File: src/rtl/entry_input_capture.sv
// entry_input_capture: synchronises and debounces the raw NEXT push-button
// and, on every accepted press, snapshots the Din/MS/level switches into a
// single entry that is offered to the control FSM over a valid/ack handshake.
module entry_input_capture #(
  parameter int DB_CYCLES = 250000,
  parameter int DW        = 4
) (
  input  logic          clk,
  input  logic          clear_n,
  input  logic          key_n_raw,
  input  logic [DW-1:0] din_raw,
  input  logic [2:0]    ms_raw,
  input  logic          level_raw,
  output logic          entry_valid,
  input  logic          entry_ack,
  output logic [DW-1:0] din_out,
  output logic [2:0]    ms_out,
  output logic          level_out,
  output logic          overrun,
  output logic [7:0]    press_cnt
);

  localparam logic [1:0]  ST_IDLE     = 2'd0;
  localparam logic [1:0]  ST_PRESS_WT = 2'd1;
  localparam logic [1:0]  ST_HELD     = 2'd2;
  localparam logic [1:0]  ST_REL_WT   = 2'd3;
  localparam logic [19:0] CNT_LAST    = 20'(DB_CYCLES - 1);

  logic          key_meta_q, key_s_q;
  logic [DW-1:0] din_meta_q, din_s_q;
  logic [2:0]    ms_meta_q, ms_s_q;
  logic          lvl_meta_q, lvl_s_q;

  logic [1:0]    state_q, state_d;
  logic [19:0]   cnt_q, cnt_d;
  logic          capture;
  logic          pressed;

  logic          entry_valid_q, entry_valid_d;
  logic [DW-1:0] din_out_q, din_out_d;
  logic [2:0]    ms_out_q, ms_out_d;
  logic          level_out_q, level_out_d;
  logic          overrun_q, overrun_d;
  logic [7:0]    press_cnt_q, press_cnt_d;

  assign pressed = ~key_s_q;

  // Two-flop synchronisers; the key idles high so reset loads it released.
  always_ff @(posedge clk or negedge clear_n) begin
    if (!clear_n) begin
      key_meta_q <= 1'b1;
      key_s_q    <= 1'b1;
      din_meta_q <= '0;
      din_s_q    <= '0;
      ms_meta_q  <= '0;
      ms_s_q     <= '0;
      lvl_meta_q <= 1'b0;
      lvl_s_q    <= 1'b0;
    end else begin
      key_meta_q <= key_n_raw;
      key_s_q    <= key_meta_q;
      din_meta_q <= din_raw;
      din_s_q    <= din_meta_q;
      ms_meta_q  <= ms_raw;
      ms_s_q     <= ms_meta_q;
      lvl_meta_q <= level_raw;
      lvl_s_q    <= lvl_meta_q;
    end
  end

  // Debounce FSM: a level must persist for DB_CYCLES counted clocks before it
  // is accepted; acceptance of a press is the capture event.
  always_comb begin
    state_d = state_q;
    cnt_d   = cnt_q;
    capture = 1'b0;
    case (state_q)
      ST_IDLE: begin
        if (pressed) begin
          state_d = ST_PRESS_WT;
          cnt_d   = '0;
        end
      end
      ST_PRESS_WT: begin
        if (!pressed) begin
          state_d = ST_IDLE;
        end else if (cnt_q == CNT_LAST) begin
          state_d = ST_HELD;
          capture = 1'b1;
        end else begin
          cnt_d = cnt_q + 20'd1;
        end
      end
      ST_HELD: begin
        if (!pressed) begin
          state_d = ST_REL_WT;
          cnt_d   = '0;
        end
      end
      ST_REL_WT: begin
        if (pressed) begin
          state_d = ST_HELD;
        end else if (cnt_q == CNT_LAST) begin
          state_d = ST_IDLE;
        end else begin
          cnt_d = cnt_q + 20'd1;
        end
      end
      default: begin
        state_d = ST_IDLE;
        cnt_d   = '0;
      end
    endcase
  end

  // Entry handshake: a capture loads new data only if the slot is free or is
  // being acked on the same edge; otherwise the press is flagged as overrun.
  always_comb begin
    entry_valid_d = entry_valid_q;
    din_out_d     = din_out_q;
    ms_out_d      = ms_out_q;
    level_out_d   = level_out_q;
    overrun_d     = overrun_q;
    press_cnt_d   = press_cnt_q;
    if (capture) begin
      press_cnt_d = press_cnt_q + 8'd1;
      if (!entry_valid_q || entry_ack) begin
        entry_valid_d = 1'b1;
        din_out_d     = din_s_q;
        ms_out_d      = ms_s_q;
        level_out_d   = lvl_s_q;
      end else begin
        overrun_d = 1'b1;
      end
    end else if (entry_valid_q && entry_ack) begin
      entry_valid_d = 1'b0;
    end
  end

  // State, counter and output registers.
  always_ff @(posedge clk or negedge clear_n) begin
    if (!clear_n) begin
      state_q       <= ST_IDLE;
      cnt_q         <= '0;
      entry_valid_q <= 1'b0;
      din_out_q     <= '0;
      ms_out_q      <= '0;
      level_out_q   <= 1'b0;
      overrun_q     <= 1'b0;
      press_cnt_q   <= '0;
    end else begin
      state_q       <= state_d;
      cnt_q         <= cnt_d;
      entry_valid_q <= entry_valid_d;
      din_out_q     <= din_out_d;
      ms_out_q      <= ms_out_d;
      level_out_q   <= level_out_d;
      overrun_q     <= overrun_d;
      press_cnt_q   <= press_cnt_d;
    end
  end

  assign entry_valid = entry_valid_q;
  assign din_out     = din_out_q;
  assign ms_out      = ms_out_q;
  assign level_out   = level_out_q;
  assign overrun     = overrun_q;
  assign press_cnt   = press_cnt_q;

endmodule

File: config.mk
export PLATFORM = sky130hd
export DESIGN_NAME = entry_input_capture
export DESIGN_NICKNAME = d
export VERILOG_FILES = /design/src/rtl/entry_input_capture.sv
export SDC_FILE = /design/constraint.sdc
export NUM_CORES = 1
export LEC_CHECK = 0
export BUFFER_PORTS_ARGS = -buffer_cell sky130_fd_sc_hd__buf_4
export CELL_PAD_IN_SITES_DETAIL_PLACEMENT = 1
export CELL_PAD_IN_SITES_GLOBAL_PLACEMENT = 1
export CORE_UTILIZATION = 40
export DETAILED_ROUTE_END_ITERATION = 6
export PLACE_DENSITY = 0.81
export SYNTH_ARGS = -nofsm -noshare
export SYNTH_HDL_FRONTEND = slang
export SYNTH_SLANG_ARGS = --single-unit
File: constraint.sdc
create_clock -name clk -period 5.8 [get_ports clk]
set_input_delay 0.58 -clock clk [delete_from_list [all_inputs] [get_ports clk]]
set_output_delay 0.58 -clock clk [all_outputs]
set_load 0.05 [all_outputs]
### Word level (Yosys, flattened, before mapping)

Index checks and enable logic that the tools add are counted.

* mux-type cells: 19
* reductions and logical operators: 10
* equality and inequality tests: 11
* bitwise logic cells: 1
* add/subtract/negate cells: 2

Operators with widths (number)
* $mux 20: 5
* $pmux 20 s4: 1
* $add 20x1->20 const B: 1
* $eq 20x18->1 const B: 1
* $mux 2: 6
* $add 8x1->8 const B: 1
* $ne 2x2->1 const B: 4
* $pmux 2 s4: 1
* $reduce_and 4->1: 2
* $mux 1: 6
* $ne 3x3->1 const B: 2
* $reduce_and 2->1: 3
* $eq 2x2->1 const B: 2
* $eq 2x1->1 const B: 1
* $logic_not 2->1: 1
* $ne 2x1->1 const B: 1
* $reduce_bool 2->1: 1
* $logic_and 1x1->1: 1
* $logic_not 1->1: 1
* $logic_or 1x1->1: 1
* $not 1->1: 1

* register bits: 58
* logic and storage cells: 59
* output and inout port bits: 18
* input bits: 12

### Longest topological paths before layout

Gate-level depths: netlist of the first run.

* depth in word-level cells: 6
* depth in mapped cells: 8
* depth with buffers taken out: 6

### Worst setup path before layout of the first run

OpenSTA, ideal clock, no wires.

* kind: reg-to-reg
* start point: register cnt_q[11]
* end point: register din_out_q[0] (netlist: din_out[0])
* buffers on the path: 0
* setup time: 128 ps
* clock period less this slack: 1963 ps
* data required time: 5672 ps
* cell stages (with the launch flop): 6
* data arrival time: 1835 ps
* setup slack: 3837 ps
* cell sequence: dfrtp_1 > nor4b_1 > nand3_1 > or4_4 > nor2_8 > mux2_1

* word-level cells in the longest chain between the ends: 5

RTL lines
* from (decl): line 35 `logic [19:0] cnt_q, cnt_d;`
* from (signal assigned): line 153 `cnt_q <= cnt_d;`
* $eq 20x18->1: line 87 `end else if (cnt_q == CNT_LAST) begin`
* $mux 1: line 87
* $mux 1: line 85 `if (!pressed) begin`
* $mux 1: line 77 `case (state_q)`
* $reduce_and 2->1 (no line)
* to (signal assigned): line 155 `din_out_q <= din_out_d;`
* to (decl): line 40 `logic [DW-1:0] din_out_q, din_out_d;`

No other way between the ends.
A chain may end at the register's enable or synchronous reset.

### Final worst setup path of the first run

* start point: register cnt_q[13]
* end point: register ms_out_q[1] (netlist: ms_out[1])

* word-level cells in the longest chain between the ends: 5

RTL lines
* $eq 20x18->1: line 87
* $mux 1: line 87
* $mux 1: line 85
* $mux 1: line 77
* $reduce_and 2->1 (no line)
* to (signal assigned): line 156 `ms_out_q <= ms_out_d;`
* to (decl): line 41 `logic [2:0] ms_out_q, ms_out_d;`

No other way between the ends.

==> out/summary.txt, run 1 <==
outcome: finished, final reports clean
fin util: 51.6%
clk_skew: 0.0107 ns
Max Cap Viol: 0
DP Area: 0.00271 mm²
Worst-Margin Slew: 0.878 ns
first-pass GRT wire length: 9590 µm
cell area after layout: 0.00293 mm²
Residual DRC: 0
1st-pass router iterations: 4
Die Ht: 79.8 µm
Post-layout nets: 249
antenna viol nets, final: 0
Core Region: 0.00568 mm²
Power Density: 293 mW/mm²
Final Cycle Share: 45.1%
most common cell in the netlist: dfrtp_1
register area share after synthesis: 60.1%
max-slew violations: 0
Max VDD drop: 0.170 mV
# hold bufs at CTS: 0
grt ovf: 0
fin cells: 312
placed cells: 296
GRT Total Usage: 20.2%
Slew HR: 41.3%
clock sinks: 58
Leak: 1.31 nW
Post-DP HPWL: 3770 µm
worst endpoint required time: 6.01 ns
CP max-delay cell: or4_4
Synth cell types: 43
Multi-input gate area: 940 µm²
Hold Path Class: in -> async
Clk Latency, worst-skew pair: 0.34 ns
Final Hold Fails: 0
site row count: 27
Fmax achieved: 383 MHz
syn_area_per_cell: 12.2 µm²
Fin Setup TNS: 0 ns
Routed Wire Length: 5450 µm
Initial Util: 42.6%
mapped cell area: 0.00242 mm²
I/O Buffers: 29
CP max stage delay: 0.68 ns
die area: 0.00636 mm²
maximum fanout along the worst path: 12
largest area contributor in the netlist: dfrtp_1
WP buf/inv: 0
syn_nets: 213
setup ws final: 3.19 ns
Syn. warnings: 0
Syn Inst Count: 199
n_diodes: 0
layout cell share with drive strength beyond 1: 22.9%
Post-synth EDFFs: 0
Final setup viols: 0
CP arrival: 2.82 ns
Place WS: 3.24 ns
total number of vias: 1738
RSZ-0062 raised after global routing: false
CP Capture Type: register
vias in the first global route: 1907
Synth top cells by count: dfrtp_1 (56), a21oi_1 (13), nand2_1 (12)
die width: 79.8 µm
initial antenna violation count: 0
FF+latch area: 0.00145 mm²
kind of critical path: reg -> reg
Iteration-0 DRC Markers: 65
Top delay family on crit path: simple AND/OR/NAND/NOR gates
clock buffer depth: 2
FFs w/ async S/R, synth: 100%
synthesis-stage register bit count: 58
Area Overhead vs Synth: 21.1%
CTS clk-pin slew, worst paths: 0.07 ns
CTS tree: yes
ranking of synthesized cells by area: dfrtp_1 (58%), mux2_1 (4.2%), xnor2_1 (2.9%)
Ports: 30
largest net degree at the start of global routing: 59
CP Launch Type: register
Post-CTS Setup Inserts: 0
CTS root buffer: clkbuf_8
Placer Congestion: 0.770
fillers: 622
critical path, cell by cell: nor4_1 -> nand3_1 -> or4_4 -> nor2_8 -> mux2_1
post-CTS sizing: 0
H-Tree Depth: 3
top_reg_cell synth: dfrtp_1
min Tclk post-route: 2.61 ns
Synth top area share: 57.9%
Inserted Clock Buffers: 9
wire per inst: 17.5 µm
vias per cell: 5.57
==> per-stage QoR <==
step / hold slack (ns) / total power, W
after detailed placement: 0.336 / 0.000455
after global routing: 0.327 / 0.000892
after CTS: 0.321 / 0.000871
final: 0.300 / 0.000859
after floorplan: 0.284 / 0.000436
after global placement: 0.332 / 0.000452
==> registers in the layout (all words and copies together) (netlist names), 3 cells and up, named ones only <==
| register | cells |
|---|---|
| ms_s_q | 3 |
| press_cnt | 8 |
| ms_meta_q | 3 |
| din_s_q | 4 |
| din_meta_q | 4 |
| din_out | 4 |
| cnt_q | 20 |
| ms_out | 3 |
==> per-layer routing <==
layer | vias up | GRT usage [%] | routed length, µm
li1 | 808 | - | -
met1 | 889 | 25.0 | 2480
met2 | 28 | 32.6 | 2670
met3 | 13 | 5.60 | 161
met4 | 0 | 9.82 | 136
met5 | - | 0 | 0
==> final cells by class <==
type / instances / share of cell area (%)
flip-flops and latches: 58 / 49.7
multi-input cells: 135 / 32.1
repair buffers: 29 / 7.44
clock buffers: 11 / 4.83
well taps: 72 / 3.08
clock inverters: 5 / 2.65
inverters: 2 / 0.256
==> where the power goes <==
group / switching [W] / total [W] / leakage (nW) / internal [W]
Combinational: 0.0000164 / 0.0000258 / 0.443 / 0.00000938
Clock: 0.000160 / 0.000412 / 0.109 / 0.000252
Sequential: 0.00000633 / 0.000421 / 0.762 / 0.000415
Total: 0.000183 / 0.000859 / 1.31 / 0.000676
==> final timing paths <==
kind,slack [ns],cells after the start,endpoint,startpoint
worst min register to register,0.35,0,ms_s_q[0],ms_meta_q[0]
worst min-delay path,0.30,1,din_meta_q[0],clear_n
worst max-delay path,3.19,5,ms_out[1],cnt_q[13]
max in group asynchronous,5.02,1,cnt_q[15],clear_n
min in group clk,0.35,1,ms_meta_q[0],ms_raw[0]
worst max register to register,3.19,5,ms_out[1],cnt_q[13]
==> cell families (layout without fill, tap and decap cells) <==
family	after synthesis	after routing	share of synthesized area (%)
multiplexers	10	10	4.66
AO/OA/AOI/OAI	40	40	10.1
AND/OR/NAND/NOR	70	70	18.1
flip-flops	58	58	60.1
buffers and inverters	6	47	1.03
XOR/XNOR	13	13	5.02
adder cells (fa/ha/maj)	2	2	1.03
==> cells in the final DEF, fill, tap and decap left out, types with 4 or more instances in the layout <==
cell type,n
nand2_1,12
mux2_1,9
nand4_1,8
nor2_1,8
a21oi_1,13
o21ai_0,8
nand3_1,10
xor2_1,4
buf_4,29
or3_1,7
xnor2_1,8
o211ai_1,6
clkbuf_8,10
a31oi_1,4
and3_1,4
dfrtp_1,56
and4_1,4
Note: power is estimated with default switching activity, not from simulation.
==> inputs of run 2 (changes only) <==
- ABC_AREA: unset -> 1
- CORE_UTILIZATION: 40 -> 39
- PLACE_DENSITY: 0.81 -> 0.85
- clock period: 5.8 -> 2.4 ns (I/O delays scaled with it)
==> run 2 against run 1 <==
Against the previous run: worst hold slack better by 0.051 ns; sequential power is 140% higher; first-iteration DRC count is 31% higher; via count is 35% higher; synthesized cell count is 61% higher; non-clock buffer count is 11 higher; worst setup slack worse by 2.8 ns; register-to-register slack worse by 2.8 ns.
==> out/summary.txt, run 2 <==
outcome: finished, final reports clean
Initial Util: 40.3%
combinational share of power: 5.1%
fin cells: 450
H-Tree Depth: 3
Syn Inst Count: 321
initial antenna violation count: 0
Max Cap Viol: 0
n_diodes: 0
first-pass GRT wire length: 12300 µm
CTS root buffer: clkbuf_8
R2R Path End: din_out[2]
die area: 0.00732 mm²
Reg2Reg Depth: 8
syn_nets: 335
max-slew violations: 0
mapped cell area: 0.00272 mm²
Reg power frac: 47.4%
layout cell share with drive strength beyond 1: 16.5%
Leak: 1.58 nW
Sw Share: 24.8%
Core Region: 0.00676 mm²
clk_skew: 0.00877 ns
Synth cell types: 31
grt ovf: 0
Syn. warnings: 0
RSZ-0062 raised after global routing: false
vias in the first global route: 2477
Residual DRC: 0
most common cell in the netlist: nand2_1
CP Capture Type: register
CTS tree: yes
I/O Buffers: 29
largest area contributor in the netlist: dfrtp_1
setup slack, reg-to-reg: 0.34 ns
wire per inst: 16.4 µm
Hold EP: lvl_s_q
Area Overhead vs Synth: 22.0%
clock buffer depth: 2
Net Switching: 0.000539 W
Final Cycle Share: 85.8%
post-CTS sizing: 0
die width: 85.6 µm
Final Hold Fails: 0
Synth top area share: 51.5%
Pint: 0.00163 W
top_reg_cell synth: dfrtp_1
antenna viol nets, final: 0
commonest non-fill, non-tap cell in the layout: nand2_1
Post-DP HPWL: 4790 µm
Fin Setup TNS: 0 ns
GRT Total Usage: 22.4%
Hold Path Origin: lvl_meta_q
register area share after synthesis: 53.4%
hold depth: 0
Post-layout nets: 379
1st-pass router iterations: 5
Ports: 30
Inserted Clock Buffers: 9
clock sinks: 58
Synth top cells by count: nand2_1 (106), dfrtp_1 (56), nor2_1 (41)
Worst-Margin Slew: 0.751 ns
Clk Latency, worst-skew pair: 0.35 ns
Clock power frac: 47.5%
worst endpoint required time: 2.64 ns
Final setup viols: 0
Routed Wire Length: 7380 µm
Iteration-0 DRC Markers: 85
Max VDD drop: 0.620 mV
number of flip-flops in the largest register: 20
Reg with most FFs: cnt_q
min Tclk post-route: 2.06 ns
Die Ht: 85.6 µm
kind of critical path: reg -> reg
site row count: 30
total power: 0.00217 W
CP arrival: 2.29 ns
synthesis-stage register bit count: 58
Hold Path Class: reg -> reg
FFs w/ async S/R, synth: 100%
vias per cell: 5.21
Power Density: 654 mW/mm²
reg-to-reg startpoint: cnt_q[0]
syn_area_per_cell: 8.48 µm²
total number of vias: 2344
maximum fanout along the worst path: 13
CP Launch Type: register
Placer Congestion: 0.867
Slew HR: 49.9%
CTS clk-pin slew, worst paths: 0.08 ns
ranking of synthesized cells by area: dfrtp_1 (51%), nand2_1 (15%), nor2_1 (5.7%)
most frequent cells in the layout: nand2_1 (106), dfrtp_1 (56), nor2_1 (41)
largest net degree at the start of global routing: 59
Fmax achieved: 486 MHz
placed cells: 424
Post-synth EDFFs: 0
## run 2: kinds of logic (layout without fill, tap and decap cells)
logic type,count (synthesis),after routing,synth area share (%)
xor+xnor,17,17,5.47
flops,58,58,53.4
simple gates,191,191,30.7
compound gates,21,21,4.18
buf+inv,32,81,5.38
fa+ha+maj,2,2,0.919
## run 2: per-stage QoR
| stage | worst slack (ns) | cell area, µm² | hold WS, ns | util, % |
|---|---|---|---|---|
| final | 0.342 | 3320 | 0.351 | 49.1 |
| after global routing | 0.164 | 3320 | 0.359 | 49.1 |
| after CTS | 0.381 | 3320 | 0.352 | 49.1 |
| after detailed placement | 0.409 | 3000 | 0.336 | 44.3 |
| after global placement | 0.541 | 3000 | 0.331 | 44.3 |
| after floorplan | 0.809 | 2720 | -0.0556 | - |
## run 2: metal layers
layer	track usage [%]	vias up	wire length, µm
met5	0	-	0
li1	-	1108	-
met2	38.9	47	3790
met3	5.29	16	232
met1	27.2	1173	3180
met4	8.18	0	170
## run 2: final cells by class
| class | instances | area (µm²) |
|---|---|---|
| Sequential cell | 58 | 1450 |
| Clock buffer | 9 | 124 |
| Inverter | 25 | 93.8 |
| Tap cell | 80 | 100 |
| Multi-Input combinational cell | 231 | 1120 |
| Fill cell | 808 | 3440 |
| Clock inverter | 7 | 101 |
| Timing Repair Buffer | 40 | 325 |
## run 2: critical path, cell delays in order (launching register included)
cell,delay (ns)
dfrtp_1,0.43
ha_1,0.30
nand3_2,0.14
nor2_2,0.21
nand4_4,0.16
nor2_4,0.31
nand2_2,0.20
nand2_1,0.12
nand2_1,0.06
## run 2: how the worst max path moves through the flow
stage | start | end | slack [ns] | cells after the start
3_3_place_gp | cnt_q[0] | din_out[3] | 0.54 | 8
4_1_cts | cnt_q[0] | press_cnt[6] | 0.38 | 7
3_5_place_dp | cnt_q[0] | press_cnt[6] | 0.41 | 7
2_1_floorplan | press_cnt[0] | press_cnt[6] | 0.81 | 6
6_report | cnt_q[0] | din_out[2] | 0.34 | 8
5_1_grt | cnt_q[0] | press_cnt[6] | 0.16 | 7
## run 2: what timing repair did
item | CTS | global route
setup endpoints to repair | 0 | 0
endpoints found under the hold margin | 65 | 0
hold buffers | 10 | 0
buffers inserted | 0 | 0
## run 2: power by group through the flow
stage	combinational, W	clock, W	sequential (W)
after floorplan	0.0000534	0	0.00104
after global placement	0.0000932	0	0.00104
after detailed placement	0.0000976	0	0.00105
after CTS	0.000112	0.00104	0.00103
after global routing	0.000123	0.00109	0.00103
final	0.000110	0.00103	0.00103
==> inputs of run 3 (changes only) <==
- PLACE_DENSITY: 0.85 -> 0.72
==> run 3 against run 2 <==
Against the previous run: flip-flop and latch count is the same; largest power group unchanged; critical path depth is the same; wire length shrank 10%; register-to-register slack gained 0.08 ns; largest cell class unchanged; power shrank 6.2%; critical path type unchanged; design area shrank 2.1%.
==> out/summary.txt, run 3 (synthesis gave the netlist of run 2 again) <==
CTS root buffer: clkbuf_8
Worst-Margin Slew: 0.733 ns
kind of critical path: reg -> reg
site row count: 30
Post-layout nets: 375
first element of the critical path: cnt_q[0]
vias in the first global route: 2303
critical path, cell by cell: ha_1 -> nand3_2 -> nor2_2 -> nand4_4 -> nor2_4 -> nand2_2 -> nand2_1 -> nand2_1
Ports: 30
most frequent cells in the layout: nand2_1 (106), dfrtp_1 (56), nor2_1 (41)
H-Tree Depth: 3
clk_skew: 0.0125 ns
die width: 85.6 µm
Final Hold Fails: 0
layout cell share with drive strength beyond 1: 16.4%
Die Ht: 85.6 µm
antenna viol nets, final: 0
I/O Buffers: 29
Fmax achieved: 506 MHz
Max VDD drop: 0.542 mV
CP max stage delay: 0.43 ns
Core Region: 0.00676 mm²
initial antenna violation count: 0
setup ws final: 0.425 ns
Iteration-0 DRC Markers: 51
CP arrival: 2.19 ns
outcome: finished, final reports clean
RSZ-0062 raised after global routing: false
Post-DP HPWL: 4710 µm
# hold bufs at CTS: 1
Routed Wire Length: 6620 µm
Final setup viols: 0
Inserted Clock Buffers: 9
wire per inst: 14.8 µm
largest net degree at the start of global routing: 59
post-CTS sizing: 0
reg-to-reg startpoint: cnt_q[0]
clock buffer depth: 2
min Tclk post-route: 1.97 ns
fillers: 816
placed cells: 424
Fin Setup TNS: 0 ns
first-pass GRT wire length: 11200 µm
total number of vias: 2191
number of flip-flops in the largest register: 20
Power Density: 626 mW/mm²
total power: 0.00204 W
vias per cell: 4.91
die area: 0.00732 mm²
Slew HR: 51.1%
clock sinks: 58
Initial Util: 40.3%
grt ovf: 0
fin cells: 446
Post-CTS Setup Inserts: 0
max-slew violations: 0
CTS clk-pin slew, worst paths: 0.07 ns
CP most frequent cell: nand2_1
commonest non-fill, non-tap cell in the layout: nand2_1
GRT Total Usage: 20.0%
Leak: 1.56 nW
1st-pass router iterations: 4
maximum fanout along the worst path: 13
Max Cap Viol: 0
n_diodes: 0
Clk Latency, worst-skew pair: 0.34 ns
CP Launch Type: register
Place WS: 0.421 ns
Hold Path Origin: key_n_raw
Placer Congestion: 0.827
CP Capture Type: register
CTS tree: yes
Area Overhead vs Synth: 19.4%
Hold Path Class: in -> reg
worst endpoint required time: 2.62 ns
CP max-delay cell: dfrtp_1
fin util: 48.1%
Final Cycle Share: 82.3%
Reg with most FFs: cnt_q
Residual DRC: 0
==> run 3: worst paths after layout <==
kind	endpoint	slack, ns	depth (start not counted)
min in group asynchronous	press_cnt[7]	0.50	2
max in group asynchronous	cnt_q[7]	1.40	2
setup reg to reg	din_out[3]	0.43	8
setup / recovery	din_out[3]	0.43	8
hold / removal	key_meta_q	0.02	1
hold reg to reg	lvl_s_q	0.35	0
==> run 3: cell type report <==
class / instances / area (µm²) / share of cell area (%)
Timing Repair Buffer: 36 / 285 / 8.78
Tap cell: 80 / 100 / 3.08
Inverter: 25 / 93.8 / 2.89
Clock inverter: 5 / 53.8 / 1.66
Sequential cell: 58 / 1450 / 44.7
Clock buffer: 11 / 141 / 4.35
Multi-Input combinational cell: 231 / 1120 / 34.5
==> run 3: power breakdown <==
group	leakage [nW]	internal (W)	total [W]	switching [W]
clock	0.103	0.000505	0.000901	0.000397
combinational	0.692	0.0000331	0.000104	0.0000713
sequential	0.763	0.00100	0.00103	0.0000260
==> run 3: worst max-delay path: cells and delay by family, from the launching register on <==
family                   cells  cell delay, ns
adder cells (fa/ha/maj)      1            0.32
AND/OR/NAND/NOR              7            1.12
flip-flops                   1            0.43
==> run 3: metal layers <==
| layer | share of wire, % | global-route usage, % | vias to the layer above | wire length, µm |
|---|---|---|---|---|
| li1 | - | - | 1092 | - |
| met1 | 48 | 27.2 | 1066 | 3170 |
| met2 | 48 | 32.2 | 24 | 3210 |
| met3 | 2.7 | 4.23 | 9 | 176 |
| met4 | 1.0 | 5.91 | 0 | 67 |
| met5 | 0 | 0 | - | 0 |
==> run 3: per-stage QoR <==
stage          instance area [µm²]  hold WS [ns]
2_1_floorplan                 2720       -0.0556
3_3_place_gp                  3000         0.331
3_5_place_dp                  3000         0.339
4_1_cts                       3200       0.00303
5_1_grt                       3250      0.000620
6_report                      3250        0.0165
